[src/rtl/pwm_capture_pkg.sv]
// Shared definitions for the PWM capture block: FSM encoding and the
// saturation value of the measurement counters.
package pwm_capture_pkg;

    typedef enum logic [1:0] {
        ST_IDLE = 2'd0,
        ST_HIGH = 2'd1,
        ST_LOW  = 2'd2
    } state_e;

    // Largest count representable in an R_SIZE+1 bit measurement field.
    function automatic int unsigned cnt_max(input int unsigned r_size);
        return (32'd1 << (r_size + 1)) - 32'd1;
    endfunction

endpackage

[src/rtl/pwm_capture_if.sv]
// Signal bundle between the PWM capture block and its user: the line and
// clear going in, the duty/period report and status coming out.
interface pwm_capture_if #(
    parameter int R_SIZE = 8
);
    logic              pwm_in;
    logic              clear;
    logic [R_SIZE:0]   duty;
    logic [R_SIZE:0]   period;
    logic              valid;
    logic              stuck;
    logic              busy;

    modport master (
        output pwm_in, clear,
        input  duty, period, valid, stuck, busy
    );

    modport slave (
        input  pwm_in, clear,
        output duty, period, valid, stuck, busy
    );
endinterface

[src/rtl/pwm_capture_sync_edge_detect.sv]
// Multi-flop synchronizer for an asynchronous line followed by a history
// flop that yields single-cycle rise and fall strobes.
module sync_edge_detect #(
    parameter int SYNC_STAGES = 2   // must be at least 2
) (
    input  logic clk,
    input  logic rst_n,
    input  logic d_i,
    output logic level_o,
    output logic rise_o,
    output logic fall_o
);
    logic [SYNC_STAGES-1:0] sync_q;
    logic                   hist_q;

    always_ff @(posedge clk or negedge rst_n) begin
        if (!rst_n) begin
            sync_q[0] <= 1'b0;
        end else begin
            sync_q[0] <= d_i;
        end
    end

    for (genvar gi = 1; gi < SYNC_STAGES; gi++) begin : g_stage
        always_ff @(posedge clk or negedge rst_n) begin
            if (!rst_n) begin
                sync_q[gi] <= 1'b0;
            end else begin
                sync_q[gi] <= sync_q[gi-1];
            end
        end
    end

    always_ff @(posedge clk or negedge rst_n) begin
        if (!rst_n) begin
            hist_q <= 1'b0;
        end else begin
            hist_q <= sync_q[SYNC_STAGES-1];
        end
    end

    assign level_o = sync_q[SYNC_STAGES-1];
    assign rise_o  =  sync_q[SYNC_STAGES-1] & ~hist_q;
    assign fall_o  = ~sync_q[SYNC_STAGES-1] &  hist_q;

endmodule

[src/rtl/pwm_capture.sv]
// Measures high time and rising-to-rising period of a PWM line in clk
// cycles, reporting each completed period or a stuck-line timeout.
module pwm_capture
    import pwm_capture_pkg::*;
#(
    parameter int R_SIZE      = 8,
    parameter int SYNC_STAGES = 2
) (
    input  logic           clk,
    input  logic           rst_n,
    pwm_capture_if.slave   bus
);
    localparam int            CW  = R_SIZE + 1;
    localparam logic [CW-1:0] MAX = CW'(cnt_max(R_SIZE));
    localparam logic [CW-1:0] ONE = CW'(1);

    logic line_lvl, line_rise, line_fall;

    state_e        state_q, state_d;
    logic [CW-1:0] hi_cnt_q, hi_cnt_d;
    logic [CW-1:0] per_cnt_q, per_cnt_d;
    logic [CW-1:0] duty_q, duty_d;
    logic [CW-1:0] period_q, period_d;
    logic          stuck_q, stuck_d;
    logic          valid_q, valid_d;

    sync_edge_detect #(
        .SYNC_STAGES (SYNC_STAGES)
    ) u_sync (
        .clk     (clk),
        .rst_n   (rst_n),
        .d_i     (bus.pwm_in),
        .level_o (line_lvl),
        .rise_o  (line_rise),
        .fall_o  (line_fall)
    );

    always_ff @(posedge clk or negedge rst_n) begin
        if (!rst_n) begin
            state_q   <= ST_IDLE;
            hi_cnt_q  <= '0;
            per_cnt_q <= '0;
            duty_q    <= '0;
            period_q  <= '0;
            stuck_q   <= 1'b0;
            valid_q   <= 1'b0;
        end else begin
            state_q   <= state_d;
            hi_cnt_q  <= hi_cnt_d;
            per_cnt_q <= per_cnt_d;
            duty_q    <= duty_d;
            period_q  <= period_d;
            stuck_q   <= stuck_d;
            valid_q   <= valid_d;
        end
    end

    always_comb begin
        state_d   = state_q;
        hi_cnt_d  = hi_cnt_q;
        per_cnt_d = per_cnt_q;
        duty_d    = duty_q;
        period_d  = period_q;
        stuck_d   = stuck_q;
        valid_d   = 1'b0;

        if (bus.clear) begin
            state_d   = ST_IDLE;
            hi_cnt_d  = '0;
            per_cnt_d = '0;
        end else begin
            case (state_q)
                ST_IDLE: begin
                    if (line_rise) begin
                        hi_cnt_d  = ONE;
                        per_cnt_d = ONE;
                        state_d   = ST_HIGH;
                    end
                end
                ST_HIGH: begin
                    if (line_fall) begin
                        // Saturate so a fall at the limit times out next cycle.
                        per_cnt_d = (per_cnt_q == MAX) ? per_cnt_q : per_cnt_q + ONE;
                        state_d   = ST_LOW;
                    end else if (per_cnt_q == MAX) begin
                        duty_d    = line_lvl ? MAX : '0;
                        period_d  = '0;
                        stuck_d   = 1'b1;
                        valid_d   = 1'b1;
                        hi_cnt_d  = '0;
                        per_cnt_d = '0;
                        state_d   = ST_IDLE;
                    end else begin
                        hi_cnt_d  = hi_cnt_q + ONE;
                        per_cnt_d = per_cnt_q + ONE;
                    end
                end
                ST_LOW: begin
                    if (line_rise) begin
                        duty_d    = hi_cnt_q;
                        period_d  = per_cnt_q;
                        stuck_d   = 1'b0;
                        valid_d   = 1'b1;
                        hi_cnt_d  = ONE;
                        per_cnt_d = ONE;
                        state_d   = ST_HIGH;
                    end else if (per_cnt_q == MAX) begin
                        duty_d    = line_lvl ? MAX : '0;
                        period_d  = '0;
                        stuck_d   = 1'b1;
                        valid_d   = 1'b1;
                        hi_cnt_d  = '0;
                        per_cnt_d = '0;
                        state_d   = ST_IDLE;
                    end else begin
                        per_cnt_d = per_cnt_q + ONE;
                    end
                end
                default: begin
                    state_d = ST_IDLE;
                end
            endcase
        end
    end

    assign bus.duty   = duty_q;
    assign bus.period = period_q;
    assign bus.valid  = valid_q;
    assign bus.stuck  = stuck_q;
    assign bus.busy   = (state_q != ST_IDLE);

endmodule
[src/flat_wrapper.sv]
// flat-port wrapper written by rule: the top's interface ports become plain ports
module pwm_capture_flat import pwm_capture_pkg::*;
#(
    parameter int R_SIZE      = 8,
    parameter int SYNC_STAGES = 2
)
  (clk, rst_n, bus_pwm_in, bus_clear, bus_duty, bus_period, bus_valid, bus_stuck, bus_busy);
  pwm_capture_if #(.R_SIZE(R_SIZE)) bus_i ();
  input  logic clk;
  input  logic rst_n;
  input wire logic [$bits(bus_i.pwm_in)-1:0] bus_pwm_in;
  input wire logic [$bits(bus_i.clear)-1:0] bus_clear;
  output wire logic [$bits(bus_i.duty)-1:0] bus_duty;
  output wire logic [$bits(bus_i.period)-1:0] bus_period;
  output wire logic [$bits(bus_i.valid)-1:0] bus_valid;
  output wire logic [$bits(bus_i.stuck)-1:0] bus_stuck;
  output wire logic [$bits(bus_i.busy)-1:0] bus_busy;
  assign bus_i.pwm_in = bus_pwm_in;
  assign bus_i.clear = bus_clear;
  assign bus_duty = bus_i.duty;
  assign bus_period = bus_i.period;
  assign bus_valid = bus_i.valid;
  assign bus_stuck = bus_i.stuck;
  assign bus_busy = bus_i.busy;
  pwm_capture #(.R_SIZE(R_SIZE), .SYNC_STAGES(SYNC_STAGES)) u_core (.clk(clk), .rst_n(rst_n), .bus(bus_i));
endmodule
[config.mk]
export PLATFORM = sky130hd
export DESIGN_NAME = pwm_capture_flat
export DESIGN_NICKNAME = d
export VERILOG_FILES = /design/src/rtl/pwm_capture_pkg.sv /design/src/rtl/pwm_capture_if.sv /design/src/rtl/pwm_capture_sync_edge_detect.sv /design/src/rtl/pwm_capture.sv /design/src/flat_wrapper.sv
export SDC_FILE = /design/constraint.sdc
export NUM_CORES = 1
export LEC_CHECK = 0
export CAP_MARGIN = 20
export CORE_AREA = 2 2 81 83
export DETAILED_ROUTE_END_ITERATION = 7
export DIE_AREA = 0 0 83 85
export PLACE_DENSITY = 0.59
export SLEW_MARGIN = 10
export SYNTH_ARGS = -nofsm -noshare
export SYNTH_HDL_FRONTEND = slang
export SYNTH_SLANG_ARGS = --single-unit
export TNS_END_PERCENT = 5
[constraint.sdc]
create_clock -name clk -period 3.6 [get_ports clk]
set_input_delay 0.36 -clock clk [delete_from_list [all_inputs] [get_ports clk]]
set_output_delay 0.36 -clock clk [all_outputs]
set_load 0.05 [all_outputs]
Yosys cells after proc, flatten, opt, wreduce, memory -nomap -nowiden
Cells that the tools add are included.
{"block": "totals", "register_bits": 43, "latchBits": 0, "ramBits": 0, "mem_bits_ro": 0, "output_inout_bits": 21, "wordCells": 69, "memories": 0}
{"block": "op_classes", "addsub": 2, "mul": 0, "n_div": 0, "order_cmp": 0, "eq_ne": 8, "shift": 0, "n_mux": 37, "bitwise": 5, "reduce_logical": 7}
{"op": "$mux W9", "count": 18}
{"op": "$pmux W9 S3", "count": 2}
{"op": "$pmux W9 S2", "count": 2}
{"op": "$add A9 B1 Y9 const B", "count": 2}
{"op": "$mux W2", "count": 5}
{"op": "$eq A9 B9 Y1 const B", "count": 1}
{"op": "$mux W1", "count": 7}
{"op": "$pmux W2 S3", "count": 1}
{"op": "$reduce_and A3 Y1", "count": 2}
{"op": "$ne A4 B2 Y1 const B", "count": 1}
{"op": "$ne A4 B4 Y1 const B", "count": 1}
{"op": "$pmux W1 S2", "count": 2}
{"op": "$reduce_and A4 Y1", "count": 1}
{"op": "$reduce_bool A2 Y1", "count": 2}
{"op": "$reduce_bool A4 Y1", "count": 1}
{"op": "$ne A3 B2 Y1 const B", "count": 1}
{"op": "$ne A3 B3 Y1 const B", "count": 1}
{"op": "$not A1 Y1", "count": 3}
{"op": "$and A1 B1 Y1", "count": 2}
{"op": "$eq A2 B1 Y1 const B", "count": 1}
{"op": "$eq A2 B2 Y1 const B", "count": 1}
{"op": "$logic_not A2 Y1", "count": 1}
{"op": "$ne A2 B2 Y1 const B", "count": 1}

Longest topological paths before layout
{"block": "depth", "ltp_word": 5, "ltp_mapped": 11}

Cells and area by module
A second synthesis with hierarchy kept.
{"block": "hier_totals", "cells_unflattened": 224, "hier_area_um2": 2285.9}
{"module": "pwm_capture", "instances": 1, "cells_per_inst": 219, "area_each_um2": 2195.9, "seq_area_each_um2": 1001.0}
{"module": "sync_edge_detect", "instances": 1, "cells_per_inst": 5, "area_each_um2": 90.1, "seq_area_each_um2": 75.1}

Least setup slack after synthesis
OpenSTA, ideal clock, no wires.
{"block": "synth_timing", "path_type": "reg2reg", "startpoint": "register u_core.per_cnt_q[0]", "endpoint": "register u_core.per_cnt_q[7]", "setup_ns": 0.121, "arrival_ns": 2.135, "slack_ns": 1.344, "path_stages_with_launch": 11, "path_buffers": 0, "path_cell_list": "dfrtp_1 -> ha_1 -> and3_1 -> nand3_1 -> nor2_1 -> ha_1 -> nor2b_1 -> o211a_1 -> or2_4 -> a21o_1 -> a22o_1"}
{"block": "synth_between", "elab_chain_cells": 5}
{"item": "from (decl)", "line": "pwm_capture.sv:21", "text": "logic [CW-1:0] per_cnt_q, per_cnt_d;"}
{"item": "from (signal assigned)", "line": "pwm_capture.sv:50", "text": "per_cnt_q <= per_cnt_d;"}
{"item": "$add A9 B1 Y9 or $eq A9 B9 Y1 (tied branches)"}
{"item": "$mux W9, on equally long branches", "line": "pwm_capture.sv:85, pwm_capture.sv:107, pwm_capture.sv:83"}
{"item": "$mux W9, on equally long branches", "line": "pwm_capture.sv:99, pwm_capture.sv:81"}
{"item": "$pmux W9 S3", "line": "pwm_capture.sv:72", "text": "case (state_q)"}
{"item": "$mux W9", "line": "pwm_capture.sv:67", "text": "if (bus.clear) begin"}
Several ways; a longest one is shown, not always the timed one. The select of a mux whose other input is x is not followed.
A chain may end at the register's enable or synchronous reset.

Worst setup path in the final report
{"block": "layout_timing", "startpoint": "register u_core.per_cnt_q[0]", "endpoint": "register u_core.duty_q[7] (netlist: u_core.bus.duty[7])"}
{"block": "layout_between", "elab_chain_cells": 4}
{"item": "$eq A9 B9 Y1 *", "line": "pwm_capture.sv:85, pwm_capture.sv:107"}
{"item": "$mux W9 *"}
{"item": "$mux W9, on equally long branches"}
{"item": "$pmux W9 S2 *"}
{"item": "to (signal assigned)", "line": "pwm_capture.sv:51", "text": "duty_q <= duty_d;"}
{"item": "to (decl)", "line": "pwm_capture.sv:22", "text": "logic [CW-1:0] duty_q, duty_d;"}
Mark *: on every way between the ends. The rest lies on a longest branch, timed or not. The select of a mux whose other input is x is not followed.

==> results.toml <==
[status]
status = "finished, final reports clean"

[clocking]
cts_tree = "yes"
root_buffer = "clkbuf_8"
cts_setup_buffers = 0
path_clk_slew_ps = 90
hold_buffers = 0
cts_repair_resize_count = 0
cts.path.max_buffers = 2
clk-insertion-delay-late_ps = 310
cts_buffers = 5
cts-htree-levels = 2
cts.sink_count = 43

[power]
swShare = 0.2725
power.density_nw_per_um2 = 391.8
ir_worst_vdd_mv = 0.2984
seqPwrFrac = 0.494
clkPwrFrac = 0.374
p_int_uw = 751.2
p_sw_uw = 281.3
leakagePower_uw = 0.001177
p_comb_frac = 0.133

[die]
dieHeight_um = 85
die_area_um2 = 7055
core_um2 = 6205
initial_core_util = 0.3632
die_w_um = 83
io_pins = 25
core.rowCount = 29

[final_layout]
nets = 249
drive_above_1_share = 0.09664
utilization = 0.4247
fillers = 592
multiInputGateArea_um2 = 1066
seq_area_um2 = 1076
syn_to_final_growth_pct = 16.94
antenna_cells = 0

[sta]
rsz0062_at_grt = "no"
fin_skew_ps = 7.182
max-slew-margin-rel = 0.3755
finalHoldViolCount = 0
setup_viol_count_final = 0
worstMarginPinSlew_ps = 936.7
timing.final.crit_period_ps = 2656
timing.final.crit_share = 0.7378
fmax_mhz = 376.5
maxSlewViolCount = 0
fin_tns_setup_ps = 0

[drt]
drtPass1Iterations = 4
wire_per_inst_um = 14.87
drt_iter0_markers = 62
finalWirelength_um = 4684
ant_nets = 0
detailroute.via_count = 1711
drc_errors = 0
via_per_inst = 5.432

[worst_setup_path]
crit_family = "simple AND/OR/NAND/NOR gates"
worstSetupStartpointType = "flop"
path_cells = "ha_1 > and3_1 > nand3_1 > nor2_1 > ha_1 > inv_2 > o22ai_1 > nand2_1 > a221o_1"
cpMostUsedCell = "ha_1"
path_max_fanout = 18
cp.buffers_inverters = 1
critPathCaptureType = "flop"
max_stage_delay_ps = 440
reg2reg_depth = 9
critical_path_arrival_ps = 2850
critPathKind = "reg2reg"
critPathRequiredTime_ps = 3790
cp_slowest_cell = "a221o_1"
reg2reg_from = "u_core.per_cnt_q[0]"
r2r-end = "u_core.bus.duty[7]"
reg2reg_slack_ps = 940
path_depth = 9

[synthesis]
synth_seq_area_share = 0.4775
synth_top_cell_by_area = "dfrtp_1"
synth_warnings = 0
synth.distinct_cells = 43
synth.most_common_cell = "dfrtp_1"
yosysTopAreaCellShare = 0.4775
synthTopCellsByCount = "dfrtp_1, nor2_1, a22o_1"
synth_nets = 226
ys_seq_elements = 43
ys.flop_type = "dfrtp_1"
netlist_area_um2 = 2253
synth_cells = 214
ys_async_sr_fraction = 1.000
syn_area_per_cell_um2 = 10.53
synth_area_leaders = "dfrtp_1, a22o_1, ha_1, a221o_1, nor2_1"
synth-edff-count = 0

[place]
place.gp.congestion = 0.8418
portBuffers = 24
dpl.hpwl_um = 3224

[global_route]
grt_usage = 0.1409
gr-total-overflow = 0
grt_max_degree = 44
grt_pass1_vias = 1629
antenna_found_initial = 0
grt_pass1_wl_um = 7990

[min_path]
hp-class = "in2async"

[flow_run]
drv_cap = 0
## through the flow
stage / setup slack [ps] / std cells / cell area [µm²] / hold slack, ps / total power (µW)
after floorplan: 1344 / 214 / 2253 / 64.41 / 624.4
after global placement: 999.9 / 307 / 2522 / 334.8 / 657.9
after detailed placement: 924.4 / 307 / 2522 / 343.3 / 657.8
after CTS: 917.0 / 315 / 2635 / 249.9 / 1041
after global routing: 705.2 / 315 / 2635 / 269.8 / 1077
final: 944.0 / 315 / 2635 / 189.3 / 1032
## state kept, by name, summed over array words and instances (netlist names)
signal	count
u_core.u_sync.level_o	1
u_core.state_q	2
u_core.hi_cnt_q	9
u_core.u_sync.sync_q	1
u_core.bus.duty	9
u_core.u_sync.hist_q	1
u_core.bus.stuck	1
u_core.per_cnt_q	9
u_core.bus.period	9
u_core.bus.valid	1
## cells in the final DEF (no fill, tap or decap), drive strengths merged, types with 2 or more instances in the layout
cell type	count
or2	2
nor2	23
clkinv	2
o21ai	12
inv	11
buf	2
nand3	9
a22oi	4
a31o	2
dfrtp	43
ha	8
clkbuf	5
a31oi	5
a21oi	6
nand2	15
and3	2
o31ai	9
nor2b	9
nand2b	4
clkdlybuf4s50	23
a22o	16
a21o	4
a221o	9
## worst max path at each step
stage / slack (ps) / from / endpoint
after floorplan: 1340 / u_core.per_cnt_q[0] / u_core.per_cnt_q[7]
after global placement: 1000 / u_core.per_cnt_q[0] / u_core.bus.duty[3]
after detailed placement: 920 / u_core.per_cnt_q[0] / u_core.bus.duty[7]
after CTS: 920 / u_core.per_cnt_q[0] / u_core.bus.duty[7]
after global routing: 710 / u_core.per_cnt_q[0] / u_core.bus.duty[7]
final: 940 / u_core.per_cnt_q[0] / u_core.bus.duty[7]
## power by group through the flow
stage               Sequential (µW)  Combinational [µW]  Clock [µW]
finish                          510                 137         386
global route                    512                 153         412
CTS                             510                 139         392
detailed placement              520                 138           0
global placement                519                 139           0
floorplan                       514                 110           0
## metal layers
| metal | share of wire | wire length [µm] | vias up | track usage |
|---|---|---|---|---|
| met5 | 0 | 0 | - | 0 |
| met4 | 0.017 | 80 | 0 | 0.05365 |
| met3 | 0.032 | 148 | 8 | 0.03113 |
| met2 | 0.45 | 2130 | 31 | 0.2163 |
| met1 | 0.50 | 2324 | 830 | 0.1958 |
| li1 | - | - | 842 | - |
## final cells by class
class / count / share of cell area
clock buffers: 5 / 0.02612
multi-input cells: 151 / 0.4046
inverters: 11 / 0.01567
flip-flops and latches: 43 / 0.4084
well taps: 77 / 0.03656
repair buffers: 25 / 0.09212
clock inverters: 3 / 0.01662
## cells by family (layout without fill, tap and decap cells)
family / after synthesis / count (layout) / share of synthesized area
DFF: 43 / 43 / 0.4775
buffers and inverters: 20 / 44 / 0.04942
and+or+nand+nor: 67 / 67 / 0.1632
adders and majority gates: 8 / 8 / 0.04442
AOI/OAI and AO/OA: 76 / 76 / 0.2654
Power figures use the tool's default switching activity.
